`src/rtl/mips_pkg.sv`:
```
// Shared MIPS constants for the front-end pipeline stages.
package mips_pkg;

    // Primary opcodes (instr[31:26]) that the fetch stage decodes.
    localparam logic [5:0] OP_RTYPE = 6'b000000;
    localparam logic [5:0] OP_J     = 6'b000010;
    localparam logic [5:0] OP_JAL   = 6'b000011;

    // R-type function codes (instr[5:0]) for register jumps.
    localparam logic [5:0] FN_JR    = 6'b001000;
    localparam logic [5:0] FN_JALR  = 6'b001001;

    // An all-zero word is sll $0,$0,0. It is the bubble loaded on a flush.
    localparam logic [31:0] NOP_INSTR = 32'h0000_0000;

    // Default boot address.
    localparam logic [31:0] DEFAULT_RESET_PC = 32'h0000_0000;

endpackage

```
`src/rtl/sat_counter.sv`:
```
// Up-counter that sticks at all-ones instead of wrapping.
module sat_counter #(
    parameter int W = 16
) (
    input  logic         clk,
    input  logic         reset,
    input  logic         inc,
    output logic [W-1:0] count
);

    logic [W-1:0] r_count;

    // Clear on reset; otherwise count up until every bit is set.
    always_ff @(posedge clk) begin
        if (reset) begin
            r_count <= '0;
        end else if (inc && (r_count != {W{1'b1}})) begin
            r_count <= r_count + 1'b1;
        end
    end

    assign count = r_count;

endmodule

```
`src/rtl/if_fetch_stage.sv`:
```
// Instruction-fetch stage. It holds the PC, selects the next PC, and owns the
// IF/ID register. Stall and flush controls come from the hazard unit.
module if_fetch_stage
    import mips_pkg::*;
#(
    parameter logic [31:0] RESET_PC = DEFAULT_RESET_PC,
    parameter int          CNT_W    = 16
) (
    input  logic             clk,
    input  logic             reset,
    input  logic             pc_write,
    input  logic             if_id_write,
    input  logic             if_flush_n,
    input  logic             branch_taken,
    input  logic [31:0]      branch_target,
    input  logic [31:0]      jr_target,
    output logic [31:0]      imem_addr,
    input  logic [31:0]      imem_rdata,
    output logic [31:0]      if_id_instr,
    output logic [31:0]      if_id_pc_plus4,
    output logic             if_id_valid,
    output logic [CNT_W-1:0] stall_count,
    output logic [CNT_W-1:0] flush_count
);

    logic [31:0] r_pc;
    logic [31:0] r_instr;
    logic [31:0] r_pc_plus4;
    logic        r_valid;

    logic [5:0]  w_opcode;
    logic [5:0]  w_funct;
    logic        w_is_j;
    logic        w_is_jr;
    logic [31:0] w_jump_target;
    logic [31:0] w_pc_plus4;
    logic [31:0] w_branch_pc;
    logic [31:0] w_jr_pc;
    logic [31:0] w_pc_next;
    logic        w_ifid_flush;
    logic        w_stall_inc;
    logic        w_flush_inc;

    assign w_opcode   = r_instr[31:26];
    assign w_funct    = r_instr[5:0];
    assign w_pc_plus4 = r_pc + 32'd4;   // wraps naturally at 2^32

    // Redirect targets are forced to word alignment.
    assign w_branch_pc = branch_target & 32'hFFFF_FFFC;
    assign w_jr_pc     = jr_target     & 32'hFFFF_FFFC;

    // Jumps are decoded only from a real instruction in ID. A flushed slot
    // holds a NOP, and a NOP is also an R-type with funct 0.
    assign w_is_j  = r_valid && ((w_opcode == OP_J) || (w_opcode == OP_JAL));
    assign w_is_jr = r_valid && (w_opcode == OP_RTYPE) &&
                     ((w_funct == FN_JR) || (w_funct == FN_JALR));

    // Select the jump target: absolute (j/jal) or register (jr/jalr).
    always_comb begin
        w_jump_target = w_jr_pc;
        if (w_is_j) begin
            w_jump_target = {r_pc_plus4[31:28], r_instr[25:0], 2'b00};
        end
    end

    // Next-PC priority: taken branch, then stall hold, then ID jump, then
    // sequential fetch. A branch redirects even while the PC is stalled.
    always_comb begin
        w_pc_next = w_pc_plus4;
        if (branch_taken) begin
            w_pc_next = w_branch_pc;
        end else if (!pc_write) begin
            w_pc_next = r_pc;
        end else if (w_is_j || w_is_jr) begin
            w_pc_next = w_jump_target;
        end
    end

    // PC register.
    always_ff @(posedge clk) begin
        if (reset) begin
            r_pc <= RESET_PC;
        end else begin
            r_pc <= w_pc_next;
        end
    end

    // A write-disabled IF/ID keeps a pending jump, so its flush lands on the
    // first cycle the stall is released.
    assign w_ifid_flush = branch_taken || (if_id_write && !if_flush_n);

    // IF/ID register: flush, hold, or capture the fetched word.
    always_ff @(posedge clk) begin
        if (reset) begin
            r_instr    <= NOP_INSTR;
            r_pc_plus4 <= 32'd0;
            r_valid    <= 1'b0;
        end else if (w_ifid_flush) begin
            r_instr    <= NOP_INSTR;
            r_pc_plus4 <= 32'd0;
            r_valid    <= 1'b0;
        end else if (if_id_write) begin
            r_instr    <= imem_rdata;
            r_pc_plus4 <= w_pc_plus4;
            r_valid    <= 1'b1;
        end
    end

    assign w_stall_inc = !pc_write && !branch_taken;
    assign w_flush_inc = w_ifid_flush;

    sat_counter #(.W(CNT_W)) u_stall_cnt (
        .clk   (clk),
        .reset (reset),
        .inc   (w_stall_inc),
        .count (stall_count)
    );

    sat_counter #(.W(CNT_W)) u_flush_cnt (
        .clk   (clk),
        .reset (reset),
        .inc   (w_flush_inc),
        .count (flush_count)
    );

    assign imem_addr      = r_pc;
    assign if_id_instr    = r_instr;
    assign if_id_pc_plus4 = r_pc_plus4;
    assign if_id_valid    = r_valid;

endmodule
```
`config.mk`:
```
export PLATFORM = sky130hd
export DESIGN_NAME = if_fetch_stage
export DESIGN_NICKNAME = d
export VERILOG_FILES = /design/src/rtl/mips_pkg.sv /design/src/rtl/sat_counter.sv /design/src/rtl/if_fetch_stage.sv
export SDC_FILE = /design/constraint.sdc
export NUM_CORES = 1
export LEC_CHECK = 0
export CAP_MARGIN = 30
export CELL_PAD_IN_SITES_DETAIL_PLACEMENT = 0
export CELL_PAD_IN_SITES_GLOBAL_PLACEMENT = 1
export CORE_AREA = 2 2 150 152
export CTS_CLUSTER_SIZE = 14
export DETAILED_ROUTE_END_ITERATION = 10
export DIE_AREA = 0 0 152 154
export GPL_ROUTABILITY_DRIVEN = 0
export PLACE_DENSITY = 0.74
export REMOVE_ABC_BUFFERS = 1
export SYNTH_ARGS = -nofsm -noshare
export SYNTH_HDL_FRONTEND = slang
export SYNTH_SLANG_ARGS = --single-unit
```
`constraint.sdc`:
```
create_clock -name clk -period 1.72 [get_ports clk]
set_input_delay 0.172 -clock clk [delete_from_list [all_inputs] [get_ports clk]]
set_output_delay 0.172 -clock clk [all_outputs]
set_load 0.05 [all_outputs]
```
==> flow_summary.yaml <==
global_routing:
  grt-ovfl-total: 0
  track_usage: 0.2040
  grt_start_max_net_pins: 65
  grt_pass1_wl_um: 38240
  antenna_found_initial: 0
  grt_pass1_vias: 6768
routing:
  firstDrtPassIters: 4
  num_vias: 6948
  initialDrtViolationCount: 334
  drt-total-wl_um: 24550
  vias_per_cell: 5.002
  post-route-drc-count: 0
  wl_per_cell_um: 17.67
  final_antenna_net_count: 0
power:
  comb_power_share: 0.180
  clockPowerShare: 0.447
  power_density_nw_per_um2: 765.7
  p_sw_w: 0.002376
  seqPwrFrac: 0.374
  p_leak_nw: 4.515
  ir_drop_mv: 0.5916
  intPower_w: 0.006080
  p_sw_frac: 0.2810
placement:
  portBuffers: 226
  hpwl_um: 17720
timing:
  finalCritPeriodShare: 1.014
  whs_ns: 0.1653
  rsz0062_at_grt: "yes"
  fmax_ghz: 0.5736
  skew_ns: 0.01010
  setup_viol: 8
  final_max_slew_viol_count: 0
  setup_ws_ns: -0.02327
  worst_pin_slew_ns: 0.5193
  finalSetupTns_ns: -0.1010
  period_needed_ns: 1.743
  slew_headroom: 0.6552
  hold_viol_final: 0
synthesis:
  avgSynthCellArea_um2: 8.560
  ys.warnings.count: 0
  synth_edf_count: 0
  ys.flop_type: "dfxtp_1"
  async_flop_share: 0
  ys_ff_latch: 129
  yosys.area.top_type: "dfxtp_1"
  syn-cell-area_um2: 6471
  synthCells: 756
  yosys.cell_types.count: 57
  synth_top_area_share: 0.3991
  synth.area.top_cells: "dfxtp_1 40%, mux2i_1 7.7%, nor2_1 5.9%"
  ys_seq_area_frac: 0.3991
critical_path:
  cp_cell_sequence: "nor4_4 > nand3_2 > buf_4 > mux2_2 > o21ai_1 > o22ai_1"
  cp_slowest_cell: "nor4_4"
  reg2reg_from: "if_id_instr[29]"
  crit_type: "flip-flop to flip-flop"
  r2r_slack_ns: -0.02
  critPathMaxStageDelay_ns: 0.35
  reg2reg_depth: 6
  worstPathMaxFanout: 3
  critPathArrivalTime_ns: 2.03
  reg2reg_to: "imem_addr[2]"
  end_kind: "flip-flop"
  cp.required_ns: 2.00
  crit_family: "simple AND/OR/NAND/NOR gates"
  critical_path_buf_inv_count: 1
  cp-start-kind: "flip-flop"
finish:
  layout-drive-gt1-share: 0.3565
  nNetsFinal: 1200
  fin_util: 0.5092
  final_common_cell: "buf_4"
  final_cell_mix: "229 x buf_4, 107 x dfxtp_1, 100 x nor2_1"
  area_delta_synth_final_pct: 70.67
job:
  cap_violations: 0
clock_tree:
  cts_max_level: 4
  clk_latency_ns: 0.42
  cts_tree: "built"
  cts_root_buf: "clkbuf_16"
  cts_max_path_buffers: 2
  cts_buffers: 17
  clock_sinks: 129
  cts.reportedPaths.clkPinSlew_ns: 0.06
  ctsHoldBuffers: 0
hold_path:
  hold-path-cell-count: 2
  holdCritStartpoint: "reset"
  min_to: "imem_addr[14]"
  hold_class: "input port to flip-flop"
run_status:
  violations: "setup timing"
  status: "complete, but fails checks"
floorplan:
  io_pins: 231
  die_h_um: 154
  num_rows: 54
  start_util: 0.2984
  coreArea_um2: 21690
  die_x_um: 152
  die-area_um2: 23410
==> layout make-up <==
| class | count | area [um2] |
|---|---|---|
| clock buffer | 19 | 442.9 |
| sequential | 129 | 2610 |
| antenna | 1 | 2.502 |
| clock inverter | 13 | 161.4 |
| timing repair buffer | 379 | 3316 |
| multi-input combinational | 558 | 4124 |
| tap | 280 | 350.3 |
| inverter | 10 | 37.54 |
| fill | 2099 | 10640 |
==> cell usage after synthesis, drive strengths merged (7+ instances only) <==
library cell	number
nor2	102
a211oi	21
xnor2	31
mux2	7
xor2	7
dfxtp	129
nor4	19
nand2b	13
o221ai	15
o21ai	27
and3	11
mux2i	50
nand2	28
o31a	12
buf	21
inv	10
a21oi	57
o22ai	13
nor3	24
nor3b	23
nand3	24
nand4	20
clkbuf	38
==> repair_timing <==
item,4_1_cts,5_1_grt
buffers inserted,9,6
pin swaps,22,29
endpoints found under the setup margin,68,65
gates cloned,1,2
resized for setup,83,83
==> routing by layer <==
metal  track usage  vias up  wire [um]
li1              -     3462          -
met1        0.2725     3277      11050
met2        0.3288      194      11540
met3       0.06370       15       1729
met4       0.03471        0        229
met5             0        -          0
==> per-stage QoR <==
step | cells | setup WS [ns] | total power (W) | instance area, um2
after floorplan | 697 | -0.8904 | 0.003895 | 6222
after global placement | 1339 | -0.3532 | 0.004663 | 9706
after detailed placement | 1339 | -0.3852 | 0.004669 | 9706
after CTS | 1380 | -0.04909 | 0.008492 | 10560
after global routing | 1388 | -0.1234 | 0.008781 | 11040
final | 1389 | -0.02327 | 0.008456 | 11040
==> how the worst max path moves through the flow <==
stage | start | end | cells after the start
2_1_floorplan | u_flush_cnt.count[0] | u_flush_cnt.count[15] | 6
3_3_place_gp | if_flush_n | u_flush_cnt.count[15] | 6
3_5_place_dp | if_flush_n | u_flush_cnt.count[15] | 6
4_1_cts | u_flush_cnt.count[6] | u_flush_cnt.count[15] | 5
5_1_grt | if_id_instr[29] | imem_addr[31] | 6
6_report | if_id_instr[29] | imem_addr[2] | 6
==> registers in the layout (all words and copies together) (netlist names) <==
signal / cells
if_id_valid: 1
imem_addr: 32
u_stall_cnt.count: 16
u_flush_cnt.count: 16
if_id_instr: 32
if_id_pc_plus4: 32
==> power groups by stage <==
stage                     clock (W)  sequential, W  combinational (W)
after floorplan                   0        0.00356           0.000335
after global placement            0        0.00321            0.00145
after detailed placement          0        0.00321            0.00145
after CTS                   0.00386        0.00315            0.00148
after global routing        0.00398        0.00317            0.00162
final                       0.00378        0.00316            0.00152
==> logic make-up after synthesis <==
family | synth area share
AND/OR/NAND/NOR | 0.2349
AO/OA/AOI/OAI | 0.1750
flip-flops | 0.3991
buffers and inverters | 0.04427
multiplexers | 0.08952
XOR/XNOR | 0.05143
adder cells (fa/ha/maj) | 0.005801
No activity file was read; power rests on OpenSTA's default activity.
